<file path="config.mk">
export PLATFORM = sky130hd
export DESIGN_NAME = period_meter
export DESIGN_NICKNAME = d
export VERILOG_FILES = /design/src/rtl/period_meter_pkg.sv /design/src/rtl/period_meter_sync_edge_detect.sv /design/src/rtl/period_meter.sv
export SDC_FILE = /design/constraint.sdc
export NUM_CORES = 1
export LEC_CHECK = 0
export ABC_AREA = 1
export BUFFER_PORTS_ARGS = -buffer_cell sky130_fd_sc_hd__buf_4
export CAP_MARGIN = 10
export CORE_MARGIN = 2
export CORE_UTILIZATION = 61
export DETAILED_ROUTE_END_ITERATION = 10
export HOLD_SLACK_MARGIN = 0.12
export PLACE_DENSITY = 0.78
export SLEW_MARGIN = 20
export SYNTH_ARGS = -nofsm -noshare
export SYNTH_HDL_FRONTEND = slang
export SYNTH_SLANG_ARGS = --single-unit
export TNS_END_PERCENT = 20
</file>
<file path="constraint.sdc">
create_clock -name clk -period 3.6 [get_ports clk]
set_input_delay 0.36 -clock clk [delete_from_list [all_inputs] [get_ports clk]]
set_output_delay 0.36 -clock clk [all_outputs]
set_load 0.005 [all_outputs]
</file>
<file path="src/rtl/period_meter_pkg.sv">
// Shared types and constants for the period meter and its helpers.
package period_meter_pkg;

  typedef enum logic [1:0] {
    ST_IDLE,
    ST_MEASURE,
    ST_TIMEOUT
  } meter_state_t;

  // Consecutive in-tolerance measurements needed before lock is declared.
  localparam int unsigned LOCK_STREAK = 2;
  localparam int unsigned STREAK_W    = $clog2(LOCK_STREAK + 1);

endpackage

</file>
<file path="src/rtl/period_meter_sync_edge_detect.sv">
// Two-flop synchronizer followed by a registered edge detector.
// rise/fall pulse for one cycle, three clocks after the input transition.
module sync_edge_detect (
  input  logic clk,
  input  logic rst_n,
  input  logic sigAsync,
  output logic rise,
  output logic fall
);

  logic sync1;
  logic sync2;
  logic sync3;

  always_ff @(posedge clk or negedge rst_n) begin
    if (!rst_n) begin
      sync1 <= 1'b0;
      sync2 <= 1'b0;
      sync3 <= 1'b0;
      rise  <= 1'b0;
      fall  <= 1'b0;
    end else begin
      sync1 <= sigAsync;
      sync2 <= sync1;
      sync3 <= sync2;
      rise  <= sync2 & ~sync3;
      fall  <= ~sync2 & sync3;
    end
  end

endmodule

</file>
<file path="src/rtl/period_meter.sv">
// Measures period and high time of a slow square wave in clk cycles,
// with loss-of-signal timeout and lock against an expected period.
module period_meter
  import period_meter_pkg::*;
#(
  parameter int unsigned WIDTH           = 32,
  parameter int unsigned EXPECTED_PERIOD = 20000000,
  parameter int unsigned TOLERANCE       = 1000,
  parameter int unsigned TIMEOUT         = 40000000
) (
  input  logic             clk,
  input  logic             rst_n,
  input  logic             sig_in,
  output logic [WIDTH-1:0] period,
  output logic [WIDTH-1:0] high_time,
  output logic             meas_valid,
  output logic             timeout,
  output logic             locked
);

  localparam logic [WIDTH-1:0] CNT_MAX  = WIDTH'(TIMEOUT);
  localparam logic [WIDTH-1:0] CNT_LAST = WIDTH'(TIMEOUT - 1);
  localparam logic [WIDTH-1:0] EXP_P    = WIDTH'(EXPECTED_PERIOD);
  localparam logic [WIDTH-1:0] TOL      = WIDTH'(TOLERANCE);

  logic                rise;
  logic                fall;
  logic [WIDTH-1:0]    cnt;
  logic [WIDTH-1:0]    hiReg;
  logic [STREAK_W-1:0] streak;
  meter_state_t        state;
  meter_state_t        stateNext;

  logic [WIDTH-1:0]    newPeriod_c;
  logic [WIDTH-1:0]    diff_c;
  logic                inTol_c;
  logic                publish_c;
  logic                enterTimeout_c;
  logic                leaveTimeout_c;
  logic [STREAK_W-1:0] streakNext_c;
  logic                lockNow_c;

  sync_edge_detect u_edge (
    .clk      (clk),
    .rst_n    (rst_n),
    .sigAsync (sig_in),
    .rise     (rise),
    .fall     (fall)
  );

  assign newPeriod_c = cnt + WIDTH'(1);

  // Interval counter restarts on each rise and saturates at the timeout.
  always_ff @(posedge clk or negedge rst_n) begin
    if (!rst_n) begin
      cnt   <= '0;
      hiReg <= '0;
    end else begin
      if (rise) begin
        cnt <= '0;
      end else if (cnt != CNT_MAX) begin
        cnt <= cnt + WIDTH'(1);
      end
      if (fall) begin
        hiReg <= newPeriod_c;
      end
    end
  end

  always_ff @(posedge clk or negedge rst_n) begin
    if (!rst_n) begin
      state <= ST_IDLE;
    end else begin
      state <= stateNext;
    end
  end

  // A rise always wins over an expiring count.
  always_comb begin
    stateNext = state;
    case (state)
      ST_IDLE:    if (rise) stateNext = ST_MEASURE;
      ST_MEASURE: if (!rise && (cnt == CNT_LAST)) stateNext = ST_TIMEOUT;
      ST_TIMEOUT: if (rise) stateNext = ST_MEASURE;
      default:    stateNext = ST_IDLE;
    endcase
  end

  always_comb begin
    publish_c      = 1'b0;
    enterTimeout_c = 1'b0;
    leaveTimeout_c = 1'b0;
    case (state)
      ST_MEASURE: begin
        publish_c      = rise;
        enterTimeout_c = !rise && (cnt == CNT_LAST);
      end
      ST_TIMEOUT: leaveTimeout_c = rise;
      default: ;
    endcase

    diff_c       = (newPeriod_c > EXP_P) ? (newPeriod_c - EXP_P) : (EXP_P - newPeriod_c);
    inTol_c      = (diff_c <= TOL);
    streakNext_c = streak;
    if (streak != STREAK_W'(LOCK_STREAK)) begin
      streakNext_c = streak + STREAK_W'(1);
    end
    lockNow_c = (streakNext_c == STREAK_W'(LOCK_STREAK));
  end

  always_ff @(posedge clk or negedge rst_n) begin
    if (!rst_n) begin
      period     <= '0;
      high_time  <= '0;
      meas_valid <= 1'b0;
      timeout    <= 1'b0;
      locked     <= 1'b0;
      streak     <= '0;
    end else begin
      meas_valid <= publish_c;
      if (publish_c) begin
        period    <= newPeriod_c;
        high_time <= hiReg;
        if (inTol_c) begin
          streak <= streakNext_c;
          locked <= lockNow_c;
        end else begin
          streak <= '0;
          locked <= 1'b0;
        end
      end
      if (enterTimeout_c) begin
        timeout <= 1'b1;
        locked  <= 1'b0;
        streak  <= '0;
      end
      if (leaveTimeout_c) begin
        timeout <= 1'b0;
      end
    end
  end

endmodule

</file>
==> impl_metrics.toml, run 1 <==
[drt]
firstDrtPassIters = 8
via_count = 7941
wirelength_mm = 24.8
via_per_inst = 5.56
drt_iter0_markers = 904
avgRoutedWirePerCell_um = 17.3
drc = 0
ant_nets = 0

[worst_setup_path]
r2r_end = "locked"
start_kind = "flop"
worst_ep_arrival_time_ns = 3.65
r2r_slack_ns = 0.31
r2r-start = "cnt[0]"
path_depth = 19
cp_slowest_cell = "dfrtp_1"
path_class = "reg2reg"
path_delay_family = "simple AND/OR/NAND/NOR gates"
crit_start = "cnt[0]"
rr_worst_depth = 19
cp_num_buf_inv = 2
critPathMaxFanout = 9
cp-end-kind = "flop"
critPathRequiredTime_ns = 3.97
crit_top_cell = "nand2_1"
cpPeakStageDelay_ns = 0.51
cp-endpoint = "locked"
cp_cell_sequence = "ha_1 > nand2_2 > nor2_8 > nand3_2 > inv_1 > nand2_1 > nand2_1 > nand2_1 > inv_1 > nand3_1 > nor3_1 > nand2_1 > nand3_1 > o21ai_0 > a21oi_1 > nand3_1 > nor2_2 > nand2_1 > nand2_1"

[grt]
antenna_found_initial = 0
grt_remaining_overflow = 0
grt_pass1_wl_mm = 39.5
grt.total_usage_pct = 36.0
grt_max_degree = 85
grt_pass1_vias = 7283

[worst_hold_path]
hold_path.class = "reg2reg"

[synth]
synth_top_area_cell = "dfrtp_1"
synth_cell_types = 42
synth_top_area_share_pct = 42.1
synth-warning-count = 0
synth_fa_ha_area_share_pct = 1.06
synthCells = 1169
synth_top_family_by_area = "simple AND/OR/NAND/NOR gates"
syn-num-nets = 1179
ys.flop_type = "dfrtp_1"
synthesis.area_um2 = 8250
synthMuxAreaShare_pct = 0
synth_area_leaders = "dfrtp_1 42%, nand2_1 19%, nor2_1 6.0%"
synth-xor-area-share_pct = 0.955
synth.avg_cell_area_um2 = 7.06
synth.yosys.seq_area_share_pct = 42.1
synth-seq-cells = 139
synth_compound_area_share_pct = 7.38
synth_edf_count = 0
synthArstFlopShare_pct = 100
synth-simple-area-share_pct = 41.6

[cts]
cts_buffers = 17
clk_latency_ns = 0.43
cts_buffer_depth = 2
cts_num_sinks = 139
cts_max_level = 4
root_buffer = "clkbuf_16"
clkTransAtPathRegs_ns = 0.07
cts_tree = "yes"
post-cts-setup-buffers = 0

[floorplanning]
dieArea_um2 = 14500
initial_core_util_pct = 62.3
dieHeight_um = 120
core_area_um2 = 13200
std_cell_rows = 42
ios = 70
die-width_um = 120

[cells_and_area]
drive_above_1_share_pct = 16.4
n_fill_cell = 1103
antenna_cells = 0
fin_area_um2 = 9550
fin_nets = 1248
multi_input_area_um2 = 4210
final_cell_mix = "423 x nand2_1, 139 x dfrtp_1, 132 x nor2_1, 96 x inv_1, 90 x o21ai_0"
final_common_cell = "nand2_1"
syn2layout_area_growth_pct = 15.7
seq_area_um2 = 3480

[power]
finalPower_uw = 3840
irDropWorstVdd_mv = 0.258
leakagePower_uw = 0.00488
p_per_area_nw_per_um2 = 402

[timing]
totalNegativeSetupSlack_ns = 0
setup_viol = 0
period_share_pct = 91.3
post-route-min-period_ns = 3.29
rsz0062_at_grt = "false"
tightest_slew_ns = 1.06
max_slew_margin_pct = 29.5
fmax_mhz = 304
maxSlewViolCount = 0
hold_viol = 0
finClkSkew_ns = 0.0103

[status]
status = "completed"

[place]
hpwl_mm = 18.1
port_buffers = 69
placed_cell_area_um2 = 8940
gp_congestion = 0.963

[job]
max_cap_viol_count = 0
## cells in the mapped netlist, types with 2 or more instances
| master | count |
|---|---|
| nand2_1 | 423 |
| dfrtp_1 | 139 |
| nor2_1 | 132 |
| inv_1 | 98 |
| o21ai_0 | 90 |
| nand3_1 | 80 |
| nand2_2 | 25 |
| clkbuf_1 | 24 |
| nand4_1 | 19 |
| nor2_2 | 19 |
| nor3_1 | 13 |
| a21oi_1 | 11 |
| nand2_4 | 11 |
| inv_2 | 10 |
| nor2_4 | 10 |
| xor2_1 | 8 |
| ha_1 | 7 |
| nor4_1 | 6 |
| nand3_2 | 5 |
| nand3b_1 | 5 |
| nor2_8 | 4 |
| buf_4 | 3 |
| inv_4 | 3 |
| o21ai_1 | 3 |
| buf_6 | 2 |
| o21ai_2 | 2 |
| o21bai_1 | 2 |
## state kept, by name, indices dropped and copies added (netlist names)
name / cells
cnt: 32
hiReg: 32
high_time: 32
period: 32
state: 2
locked: 1
meas_valid: 1
streak: 1
timeout: 1
u_edge.fall: 1
u_edge.rise: 1
u_edge.sync1: 1
u_edge.sync2: 1
u_edge.sync3: 1
## cell type report
type	count	area share, %
flip-flops and latches	139	36.4
inverters	112	4.49
clock inverters	12	1.32
repair buffers	80	6.51
well taps	176	2.31
multi-input cells	888	44.1
clock buffers	20	4.89
## repair_timing
action	CTS	global route
resized for setup	0	1
endpoints found under the setup margin	0	2
hold endpoints to repair	84	0
hold buffers	2	0
## how the worst min path moves through the flow
stage,start,end,cells after the start
floorplan,rst_n,cnt[0],0
global placement,u_edge.sync1,u_edge.sync2,0
detailed placement,u_edge.sync1,u_edge.sync2,0
CTS,u_edge.sync1,u_edge.sync2,0
global route,u_edge.sync1,u_edge.sync2,0
finish,u_edge.sync1,u_edge.sync2,0
## through the flow
step	setup slack (ns)	cells	hold slack, ns	util (%)
3_5_place_dp	0.319	1393	0.336	67.5
5_1_grt	0.00702	1427	0.367	72.1
3_3_place_gp	0.323	1393	0.350	67.5
2_1_floorplan	0.797	1169	0.0644	-
4_1_cts	0.293	1427	0.359	72.1
6_report	0.313	1427	0.356	72.1
## layer usage
metal	GRT usage, %	share of wire (%)	vias to the layer above
li1	-	-	3851
met1	50.5	43	3690
met2	54.6	44	351
met3	8.07	9.4	49
met4	14.2	3.0	0
met5	0	0	-
## report_power, final
group / leakage [µW] / internal, µW / switching, µW
clock network: 0.000280 / 1020 / 736
logic: 0.00269 / 123 / 252
registers: 0.00191 / 1640 / 66.4
total: 0.00488 / 2780 / 1050
## logic make-up after synthesis
group,Yosys count
simple gates,757
flops,139
compound gates,115
fa+ha+maj,7
xor+xnor,9
buf+inv,142
Note: power is estimated with default switching activity, not from simulation.
==> inputs of run 2 (changes only) <==
--- a/config.mk
+++ b/config.mk
@@ -6,7 +6,7 @@
 export NUM_CORES = 1
 export LEC_CHECK = 0
 export ABC_AREA = 1
-export BUFFER_PORTS_ARGS = -buffer_cell sky130_fd_sc_hd__buf_4
+export BUFFER_PORTS_ARGS = -buffer_cell sky130_fd_sc_hd__buf_2
 export CAP_MARGIN = 10
 export CORE_MARGIN = 2
 export CORE_UTILIZATION = 61
==> run 2 against run 1 <==
First-iteration DRC count grew 0.22%. Routed wire length grew 0.27%. Non-clock buffer count increased by 1. Global-route usage is 0.17 points higher. Total power is 2.3% higher.
==> impl_metrics.toml, run 2 (synthesis gave the netlist of run 1 again) <==
[grt]
grt.total_usage_pct = 36.2
grt_max_degree = 82
grt_pass1_vias = 7608
antenna_found_initial = 0
grt_remaining_overflow = 0
grt_pass1_wl_mm = 40.1

[cells_and_area]
syn2layout_area_growth_pct = 14.0
final_util_pct = 71.0
n_fill_cell = 1173
final_cell_mix = "422 x nand2_1, 138 x dfrtp_1, 132 x nor2_1, 96 x inv_1, 90 x o21ai_0"
antenna_cells = 0
drive_above_1_share_pct = 16.5
final_common_cell = "nand2_1"
fin_nets = 1249

[worst_setup_path]
critPathMaxFanout = 9
start_kind = "flop"
path_class = "reg2reg"
cp-end-kind = "flop"
worst_ep_arrival_time_ns = 3.64
critPathRequiredTime_ns = 3.96

[floorplanning]
ios = 70
initial_core_util_pct = 62.3
dieArea_um2 = 14500
std_cell_rows = 42
core_area_um2 = 13200
dieHeight_um = 120
die-width_um = 120

[timing]
hold_viol = 0
maxSlewViolCount = 0
period_share_pct = 90.9
tightest_slew_ns = 1.04
finClkSkew_ns = 0.0112
post-route-min-period_ns = 3.27
rsz0062_at_grt = "false"
timing.hold.ws_ns = 0.353
fmax_mhz = 305
setup_viol = 0
totalNegativeSetupSlack_ns = 0
max_slew_margin_pct = 30.7

[drt]
drc = 0
firstDrtPassIters = 6
drt_iter0_markers = 906
via_per_inst = 5.68
ant_nets = 0
wirelength_mm = 24.8
avgRoutedWirePerCell_um = 17.4
via_count = 8101

[cts]
cts_buffers = 17
post-cts-setup-buffers = 0
cts_num_sinks = 139
cts_tree = "yes"
root_buffer = "clkbuf_16"
clk_latency_ns = 0.43
cts_max_level = 4
clkTransAtPathRegs_ns = 0.06
cts_buffer_depth = 2

[place]
hpwl_mm = 18.0
gp_congestion = 1.02
port_buffers = 69

[job]
max_cap_viol_count = 0

[worst_hold_path]
hold_path.class = "reg2reg"

[power]
leakagePower_uw = 0.00490
p_per_area_nw_per_um2 = 417
irDropWorstVdd_mv = 0.250

[status]
status = "completed"
-- run 2: cell count changes in the layout (fill, tap and decap cells not counted), moves of 2 or more --
| cell | change |
|---|---|
| clkinv_2 | +2 |
| buf_2 | +68 |
| bufinv_16 | +3 |
| buf_4 | -66 |
| inv_8 | -2 |
| clkinvlp_4 | -3 |
| clkbuf_8 | -3 |
-- run 2: where the power goes --
group | internal [µW] | leakage (µW) | switching, µW | total [µW]
Clock | 1160 | 0.000301 | 711 | 1870
Sequential | 1640 | 0.00191 | 62.8 | 1700
Combinational | 103 | 0.00269 | 250 | 352
-- run 2: metrics by stage --
| step | std cells | setup slack [ns] | instance area, µm² | total power, µW |
|---|---|---|---|---|
| 6_report | 1427 | 0.326 | 9410 | 3930 |
| 5_1_grt | 1427 | 0.0271 | 9410 | 4050 |
| 4_1_cts | 1427 | 0.296 | 9400 | 3920 |
| 3_5_place_dp | 1394 | 0.355 | 8760 | 2070 |
| 3_3_place_gp | 1394 | 0.360 | 8760 | 2060 |
| 2_1_floorplan | 1169 | 0.797 | 8250 | 1920 |
-- run 2: final timing paths --
path	start	to	slack (ns)	depth (start not counted)
setup / recovery	cnt[2]	streak[0]	0.33	23
hold / removal	u_edge.sync1	u_edge.sync2	0.35	0
max in group asynchronous	rst_n	streak[0]	2.17	3
min in group asynchronous	rst_n	high_time[6]	0.53	2
hold reg to reg	u_edge.sync1	u_edge.sync2	0.35	0
setup reg to reg	cnt[2]	streak[0]	0.33	23
-- run 2: per-layer routing --
metal	global-route usage [%]	wire length, µm	vias to the layer above
met5	0	0	-
met1	50.7	10700	3781
li1	-	-	3844
met3	6.89	2240	69
met2	55.6	10900	407
met4	14.8	974	0
-- run 2: layout make-up --
class                      instances  area (µm²)  share of cell area, %
inverter                         112         429                   4.56
sequential                       139        3480                   37.0
multi-input combinational        888        4210                   44.8
tap                              176         220                   2.34
clock buffer                      18         429                   4.56
clock inverter                    13         190                   2.02
timing repair buffer              81         447                   4.75
-- run 2: timing repair --
action / in CTS / in global routing
endpoints found under the hold margin: 78 / 0
setup endpoints to repair: 0 / 2
resized for setup: 0 / 3
hold buffers: 2 / 0
-- run 2: worst max-delay path, stage by stage, from the launching register on --
cell and delay, ns:
dfrtp_1 0.51, nand2_1 0.18, nor2_4 0.25, nand3_1 0.15
nand2_1 0.08, nand2_1 0.15, inv_2 0.18, ha_1 0.22
nand3_1 0.09, nor2_1 0.11, nand2_1 0.10, nand3_1 0.10
nand2_1 0.08, nand2_1 0.12, nand3_1 0.14, nand2_1 0.11
nand2_1 0.06, nand2_1 0.06, nand2_1 0.05, a21oi_1 0.16
nand3_1 0.12, nor2_2 0.11, nand2_1 0.05, nand2_1 0.05
==> inputs of run 3 (changes only) <==
--- a/config.mk
+++ b/config.mk
@@ -12,6 +12,7 @@
 export CORE_UTILIZATION = 61
 export DETAILED_ROUTE_END_ITERATION = 10
 export HOLD_SLACK_MARGIN = 0.12
+export MAX_ROUTING_LAYER = met4
 export PLACE_DENSITY = 0.78
 export SLEW_MARGIN = 20
 export SYNTH_ARGS = -nofsm -noshare
==> run 3 against run 2 <==
Clock skew shrank 0.0020 ns. Critical path depth shrank 3. Final cell count stayed put. Worst setup slack got worse by 0.021 ns. Combinational power barely moved. Global-route usage grew 3.7 points. Count of clock-buffer cells in the layout rose by 1. Largest power group unchanged.
==> impl_metrics.toml, run 3 (synthesis gave the netlist of run 1 again) <==
[drt]
ant_nets = 0
avgRoutedWirePerCell_um = 18.7
drc = 0
via_count = 8261
wirelength_mm = 26.6
firstDrtPassIters = 5
drt_iter0_markers = 972
via_per_inst = 5.79

[power]
leakagePower_uw = 0.00490
irDropWorstVdd_mv = 0.308
p_per_area_nw_per_um2 = 421

[timing]
fmax_mhz = 304
totalNegativeSetupSlack_ns = 0
post-route-min-period_ns = 3.29
period_share_pct = 91.5
finClkSkew_ns = 0.00922
rsz0062_at_grt = "false"
maxSlewViolCount = 0
tightest_slew_ns = 1.08
max_slew_margin_pct = 27.9
hold_viol = 0
setup_viol = 0

[worst_setup_path]
cp_cell_sequence = "nand2_1 > nor2_1 > nand2_1 > nor2_1 > nand2_1 > nand2_1 > nand2_1 > inv_2 > nand2_1 > nor2_1 > nand3_1 > nand3_1 > nand2_1 > nand2_1 > nand2_1 > o21ai_1 > nand3_1 > nor2_2 > nand2_1 > nand2_1"
start_kind = "flop"
critPathMaxFanout = 8
cp_slowest_cell = "dfrtp_1"
cp-end-kind = "flop"
cp_num_buf_inv = 1
worst_ep_arrival_time_ns = 3.67
path_class = "reg2reg"
crit_top_cell = "nand2_1"
critPathRequiredTime_ns = 3.98
cpPeakStageDelay_ns = 0.44
path_delay_family = "simple AND/OR/NAND/NOR gates"

[cts]
post-cts-setup-buffers = 0
cts_num_sinks = 139
cts_buffer_depth = 2
clkTransAtPathRegs_ns = 0.07
cts_buffers = 17
root_buffer = "clkbuf_16"
cts_max_level = 4
clk_latency_ns = 0.44
cts_tree = "yes"

[floorplanning]
die-width_um = 120
dieArea_um2 = 14500
initial_core_util_pct = 62.3
core_area_um2 = 13200
dieHeight_um = 120
ios = 70
std_cell_rows = 42

[job]
max_cap_viol_count = 0

[cells_and_area]
syn2layout_area_growth_pct = 13.9
final_common_cell = "nand2_1"
drive_above_1_share_pct = 16.5
antenna_cells = 0
n_fill_cell = 1078
final_util_pct = 71.0
fin_nets = 1248
final_cell_mix = "423 x nand2_1, 137 x dfrtp_1, 132 x nor2_1, 96 x inv_1, 90 x o21ai_0"

[place]
hpwl_mm = 18.9
port_buffers = 69
gp_congestion = 1.04

[grt]
grt_max_degree = 118
grt.total_usage_pct = 39.8
antenna_found_initial = 0
grt_pass1_vias = 7687
grt_remaining_overflow = 0
grt_pass1_wl_mm = 42.4

[status]
status = "completed"

[worst_hold_path]
hold_path.class = "in2async"
## run 3: cell type report
class                           count  area [µm²]  share of cell area, %
Clock buffer                       19         443                   4.71
Inverter                          112         429                   4.56
Sequential cell                   139        3480                   37.0
Timing Repair Buffer               80         439                   4.67
Clock inverter                     13         184                   1.96
Multi-Input combinational cell    888        4210                   44.7
Tap cell                          176         220                   2.34
## run 3: worst paths after layout
path	start	endpoint	cells past startpoint	slack, ns
worst max register to register	cnt[9]	locked	20	0.31
min in group clk	u_edge.sync1	u_edge.sync2	0	0.37
max in group asynchronous	rst_n	hiReg[21]	2	2.80
worst max-delay path	cnt[9]	locked	20	0.31
worst min-delay path	rst_n	high_time[6]	1	0.07
worst min register to register	u_edge.sync1	u_edge.sync2	0	0.37
## run 3: metal layers
layer | track usage [%] | vias up | share of wire (%)
met5 | - | - | 0
met4 | 16.5 | 0 | 4.6
met3 | 7.97 | 87 | 9.6
met2 | 58.5 | 449 | 43
met1 | 54.5 | 3862 | 42
li1 | - | 3863 | -
## run 3: repair_timing
action | 4_1_cts | 5_1_grt
endpoints found under the setup margin | 0 | 2
hold buffers | 1 | 0
gates resized for setup | 0 | 3
endpoints found under the hold margin | 1 | 0
## run 3: power by group
group | switching [µW] | leakage [µW] | internal, µW | total [µW]
sequential | 67.2 | 0.00191 | 1640 | 1710
clock | 767 | 0.000304 | 1130 | 1900
combinational | 250 | 0.00269 | 101 | 351
total | 1080 | 0.00490 | 2870 | 3950
## run 3: per-stage QoR
| step | total power (µW) | setup slack, ns | instances | instance area (µm²) | hold WS (ns) |
|---|---|---|---|---|---|
| final | 3950 | 0.306 | 1427 | 9400 | 0.0712 |
| after global routing | 4070 | 0.0104 | 1427 | 9400 | 0.162 |
| after CTS | 3940 | 0.271 | 1427 | 9400 | 0.131 |
| after detailed placement | 2060 | 0.317 | 1394 | 8760 | 0.355 |
| after global placement | 2050 | 0.244 | 1394 | 8760 | 0.345 |
| after floorplan | 1920 | 0.797 | 1169 | 8250 | 0.0644 |
## run 3: worst register-to-register path: cells and delay by family, from the launching register on
kind	cells	cell delay (ns)
flops	1	0.44
simple gates	18	2.39
buf+inv	1	0.30
compound gates	1	0.11
